<file path="config.mk">
export PLATFORM = sky130hd
export DESIGN_NAME = regfile_writeback
export DESIGN_NICKNAME = d
export VERILOG_FILES = /design/src/rtl/regfile_writeback.sv
export SDC_FILE = /design/constraint.sdc
export NUM_CORES = 1
export LEC_CHECK = 0
export CAP_MARGIN = 15
export CORE_MARGIN = 2
export CORE_UTILIZATION = 41
export CTS_CLUSTER_DIAMETER = 150
export DETAILED_ROUTE_END_ITERATION = 7
export GPL_ROUTABILITY_DRIVEN = 0
export GPL_TIMING_DRIVEN = 0
export PLACE_DENSITY = 0.77
export SYNTH_ARGS = -nofsm -noshare
export SYNTH_HDL_FRONTEND = slang
export SYNTH_SLANG_ARGS = --single-unit
</file>
<file path="constraint.sdc">
create_clock -name clk -period 2.3 [get_ports clk]
set_input_delay 0.46 -clock clk [delete_from_list [all_inputs] [get_ports clk]]
set_output_delay 0.46 -clock clk [all_outputs]
set_load 0.005 [all_outputs]
</file>
<file path="src/rtl/regfile_writeback.sv">
// regfile_writeback: RV32I writeback stage.
// Merges ALU results and load responses onto the single registered register
// file write port, extends load data, and tracks a pending-load scoreboard.
// Optional: define WB_RR_ARB_EN for round-robin load/ALU arbitration;
// without it the load path always wins a conflict.
module regfile_writeback #(
    parameter int ADDR_WIDTH = 5,
    parameter int DATA_WIDTH = 32
) (
    input  logic                       clk,
    input  logic                       rst,
    input  logic                       i_alu_valid,
    output logic                       o_alu_ready,
    input  logic [ADDR_WIDTH-1:0]      i_alu_rd,
    input  logic [DATA_WIDTH-1:0]      i_alu_data,
    input  logic                       i_ld_valid,
    output logic                       o_ld_ready,
    input  logic [ADDR_WIDTH-1:0]      i_ld_rd,
    input  logic [DATA_WIDTH-1:0]      i_ld_data,
    input  logic [2:0]                 i_ld_funct3,
    input  logic [1:0]                 i_ld_off,
    input  logic                       i_iss_valid,
    output logic                       o_iss_ready,
    input  logic [ADDR_WIDTH-1:0]      i_iss_rd,
    output logic [(1<<ADDR_WIDTH)-1:0] o_busy,
    output logic                       o_we,
    output logic [ADDR_WIDTH-1:0]      o_wr_address,
    output logic [DATA_WIDTH-1:0]      o_wr_data,
    output logic                       o_ld_err
);
    localparam int NREG = 1 << ADDR_WIDTH;

    localparam logic [2:0] F3_LB  = 3'b000;
    localparam logic [2:0] F3_LH  = 3'b001;
    localparam logic [2:0] F3_LW  = 3'b010;
    localparam logic [2:0] F3_LBU = 3'b100;
    localparam logic [2:0] F3_LHU = 3'b101;

    logic            alu_eligible;
    logic            ld_xfer;
    logic            alu_xfer;
    logic            iss_xfer;
    logic [7:0]      ld_byte;
    logic [15:0]     ld_half;
    logic [DATA_WIDTH-1:0] ld_ext;
    logic            ld_illegal;
    logic [NREG-1:0] busy_next;

    // An ALU write must not overtake a pending load to the same register.
    assign alu_eligible = !(o_busy[i_alu_rd] && (i_alu_rd != '0));

`ifdef WB_RR_ARB_EN
    localparam logic GRANT_ALU = 1'b0;
    localparam logic GRANT_LD  = 1'b1;
    logic last_grant;

    assign o_ld_ready  = !rst && !(i_alu_valid && alu_eligible && (last_grant == GRANT_LD));
    assign o_alu_ready = !rst && alu_eligible && (!i_ld_valid || (last_grant == GRANT_LD));

    // Remember the most recent winner so the next conflict goes to the other side.
    always_ff @(posedge clk) begin
        if (rst)           last_grant <= GRANT_ALU;
        else if (ld_xfer)  last_grant <= GRANT_LD;
        else if (alu_xfer) last_grant <= GRANT_ALU;
    end
`else
    assign o_ld_ready  = !rst;
    assign o_alu_ready = !rst && !i_ld_valid && alu_eligible;
`endif

    assign o_iss_ready = !rst && ((i_iss_rd == '0) || !o_busy[i_iss_rd]);

    assign ld_xfer  = i_ld_valid  && o_ld_ready;
    assign alu_xfer = i_alu_valid && o_alu_ready;
    assign iss_xfer = i_iss_valid && o_iss_ready;

    // Select and extend the addressed byte/half of the raw load word.
    always_comb begin
        ld_byte    = i_ld_data[8*i_ld_off +: 8];
        ld_half    = i_ld_data[16*i_ld_off[1] +: 16];
        ld_ext     = '0;
        ld_illegal = 1'b0;
        case (i_ld_funct3)
            F3_LB:   ld_ext = {{(DATA_WIDTH-8){ld_byte[7]}}, ld_byte};
            F3_LBU:  ld_ext = {{(DATA_WIDTH-8){1'b0}}, ld_byte};
            F3_LH:   ld_ext = {{(DATA_WIDTH-16){ld_half[15]}}, ld_half};
            F3_LHU:  ld_ext = {{(DATA_WIDTH-16){1'b0}}, ld_half};
            F3_LW:   ld_ext = i_ld_data;
            default: ld_illegal = 1'b1;
        endcase
    end

    // Completed loads release their register; new issues claim theirs (x0 never busy).
    always_comb begin
        busy_next = o_busy;
        if (ld_xfer)
            busy_next[i_ld_rd] = 1'b0;
        if (iss_xfer && (i_iss_rd != '0))
            busy_next[i_iss_rd] = 1'b1;
    end

    // Registered write port; address/data track every transfer, x0 writes are masked.
    always_ff @(posedge clk) begin
        if (rst) begin
            o_we         <= 1'b0;
            o_wr_address <= '0;
            o_wr_data    <= '0;
            o_ld_err     <= 1'b0;
            o_busy       <= '0;
        end else begin
            o_busy   <= busy_next;
            o_we     <= 1'b0;
            o_ld_err <= 1'b0;
            if (ld_xfer) begin
                o_we         <= (i_ld_rd != '0);
                o_wr_address <= i_ld_rd;
                o_wr_data    <= ld_ext;
                o_ld_err     <= ld_illegal;
            end else if (alu_xfer) begin
                o_we         <= (i_alu_rd != '0);
                o_wr_address <= i_alu_rd;
                o_wr_data    <= i_alu_data;
            end
        end
    end

endmodule

</file>
==> impl_metrics.toml <==
[worst_setup_path]
cp-end-kind = "output port"
worst_ep_arrival_time_ns = 1.89
cp_cell_sequence = "mux4_2 > a22oi_2 > nand4_1 > o21ai_2 > or2_4 > buf_6"
cpPeakStageDelay_ns = 0.52
crit_type = "reg -> out"
startpoint_type = "flop"
critical_path.slowest_cell = "mux4_2"
crit_path_max_fanout = 4
crit_required_ns = 1.84

[drt]
detail_route.first_pass.iterations = 8
ant_nets = 0
drt-total-wl_um = 18000
viasPerCell = 6.32
dr_total_vias = 5491
drc = 10
wire_per_inst_um = 20.7
initialDrtViolationCount = 573

[placed_design]
dp_slack_ns = -1.45
dp_hpwl_um = 12900
placed_cell_area_sq_um = 6240
port_buffers = 154

[power_and_ir_drop]
internal_power_mw = 2.40
pwr-share-seq_pct = 39.3
p_sw_share_pct = 27.7
power_frac_comb_pct = 23.8
power.leakage_nw = 2.35
ir_drop_mv = 0.329
p_total_mw = 3.32
power_density_nw_per_um2 = 487
p_sw_mw = 0.920
clkPwrFrac_pct = 36.9

[run_status]
violations = "design-rule violations, negative setup slack"
outcome = "complete, but fails checks"

[grt]
antenna_found_initial = 0
grt-ovfl-total = 0
grt_max_degree = 12
track_usage_pct = 29.6
grt_pass1_vias = 5232
grt_pass1_wl_um = 27200

[yosys]
synth_warnings = 0
syn_inst = 538
avgSynthCellArea_sq_um = 8.40
yosysUniqueCellTypes = 50
synth-seq-cells = 71
syn_nets = 627
synth_area_sq_um = 4520
synth_edf_count = 0
synth_seq_area_share_pct = 31.5
async_flop_share_pct = 0
synth_flop_cell = "dfxtp_1"

[die]
die_h_um = 109
io_pins = 163
core_sq_um = 10800
fp-row-count = 38
initial_core_util_pct = 41.9
dieArea_sq_um = 11900
die_x_um = 109

[run]
drv_cap = 0

[clocking]
clkSinkCount = 71
numCtsBuffers = 9
clk_pin_slew_ns = 0.08
clkLatencyLatePin_ns = 0.37
cts-root-buf = "clkbuf_8"
cts_tree = "done"
clockBufferDepth = 2
cts.hold.buffers_added = 0
cts.htree.levels = 3

[sta]
worst_pin_slew_ns = 0.627
fin_crit_ns = 2.35
worst_slack_ns = -0.0501
slew_viol_final = 0
timing.slew.headroom_pct = 57.9
max_freq_ghz = 0.426
hold_viol = 0
skew_ns = 0.0131
post-route-period-util_pct = 102
timing.hold.ws_ns = 0.482
finalSetupViolCount = 2
rsz0062_at_grt = "true"

[final_layout]
fin_nets = 813
layout_common_cells = "clkdlybuf4s50_1, dfxtp_1, nand3_1, nand2_1, a21oi_1"
ff_latch_area_sq_um = 1450
diodes = 0
synthToLayoutAreaGrowth_pct = 51.0
fillers = 922
final_core_util_pct = 63.2
multiInputGateArea_sq_um = 2920
final_common_cell = "clkdlybuf4s50_1"
drive_above_1_share_pct = 21.3
design_area_sq_um = 6820

[min_path]
hp-class = "in -> reg"
[power by group through the flow]
| stage | sequential, mW | clock [mW] | combinational (mW) |
|---|---|---|---|
| floorplan | 1.33 | 0 | 0.343 |
| global placement | 1.33 | 0 | 0.706 |
| detailed placement | 1.33 | 0 | 0.717 |
| CTS | 1.31 | 1.22 | 0.758 |
| global route | 1.31 | 1.28 | 0.843 |
| finish | 1.30 | 1.23 | 0.792 |
[sequential cells by signal, summed over array words and instances, names as in the netlist]
| register | flops |
|---|---|
| o_busy | 32 |
| o_wr_data | 32 |
| o_wr_address | 5 |
| o_ld_err | 1 |
| o_we | 1 |
[layer usage]
| metal | wire, um | up-vias | GRT usage (%) | share of wire [%] |
|---|---|---|---|---|
| met4 | 729 | 0 | 12.8 | 4.1 |
| met2 | 8560 | 400 | 48.8 | 48 |
| met5 | 0 | - | 0 | 0 |
| li1 | - | 2446 | - | - |
| met1 | 6680 | 2569 | 36.6 | 37 |
| met3 | 2000 | 76 | 7.41 | 11 |
[synthesized netlist by cell type, types with 2 or more instances]
master,number,area [sq um]
inv_1,6,22.5
o31ai_1,30,225
nand4_1,3,18.8
clkbuf_1,32,120
and3_1,2,12.5
nor3_1,20,100
and2_1,2,12.5
o21ai_2,2,17.5
o21bai_1,2,15.0
mux2i_1,7,70.1
o21ai_0,9,45.0
o221a_1,6,67.6
nand2_1,44,165
a21o_1,8,60.1
mux2_2,11,124
mux4_1,2,52.6
o221a_2,10,113
nand3_1,52,260
dfxtp_1,71,1420
or3_1,3,18.8
nor2_1,37,139
o211ai_1,35,263
nor2b_1,14,87.6
a311oi_1,19,166
a21oi_1,46,230
buf_2,13,65.1
a22oi_2,2,25.0
mux4_2,12,270
nand2b_1,2,12.5
buf_6,3,33.8
nand3b_1,5,37.5
a22oi_1,7,52.6
nor3b_1,4,30.0
[through the flow]
stage | cells | setup TNS (ns)
floorplan | 538 | 0
global placement | 832 | -48.72
detailed placement | 832 | -51.22
CTS | 865 | -0.154
global route | 869 | -0.222
finish | 869 | -0.0713
[timing repair]
action                                  CTS  global route
pin swaps                                 8             7
cloned                                    1             0
gates resized for setup                  82            35
buffers inserted                         18             5
endpoints found under the setup margin   70            37
[critical path, delay by kind of cell (launching register included)]
family / cells / cell delay [ns]
flops: 1 / 0.35
mux: 1 / 0.52
compound gates: 2 / 0.30
simple gates: 2 / 0.27
buf+inv: 1 / 0.09
[worst paths after layout]
| kind | start | to | slack [ns] | cells after the start |
|---|---|---|---|---|
| max | o_busy[11] | o_alu_ready | -0.05 | 6 |
| max reg2reg | o_busy[11] | o_wr_address[1] | 0.11 | 8 |
| min reg2reg | o_wr_address[3] | o_wr_address[3] | 0.49 | 2 |
| min | i_alu_rd[3] | o_wr_address[3] | 0.48 | 3 |
[cell type report]
class | count | share of cell area [%]
plain buffers | 47 | 3.94
multi-input cells | 410 | 42.7
clock inverters | 2 | 0.881
well taps | 140 | 2.57
flip-flops and latches | 71 | 21.3
repair buffers | 178 | 25.5
clock buffers | 14 | 2.68
inverters | 7 | 0.404
[kinds of logic (layout without fill, tap and decap cells)]
logic type | count (synthesis) | count (layout) | synth area share (%)
and+or+nand+nor | 195 | 195 | 21.4
AOI/OAI and AO/OA | 183 | 183 | 29.9
DFF | 71 | 71 | 31.5
buffers and inverters | 57 | 248 | 5.84
muxes | 32 | 32 | 11.4
Note: power is estimated with default switching activity, not from simulation.
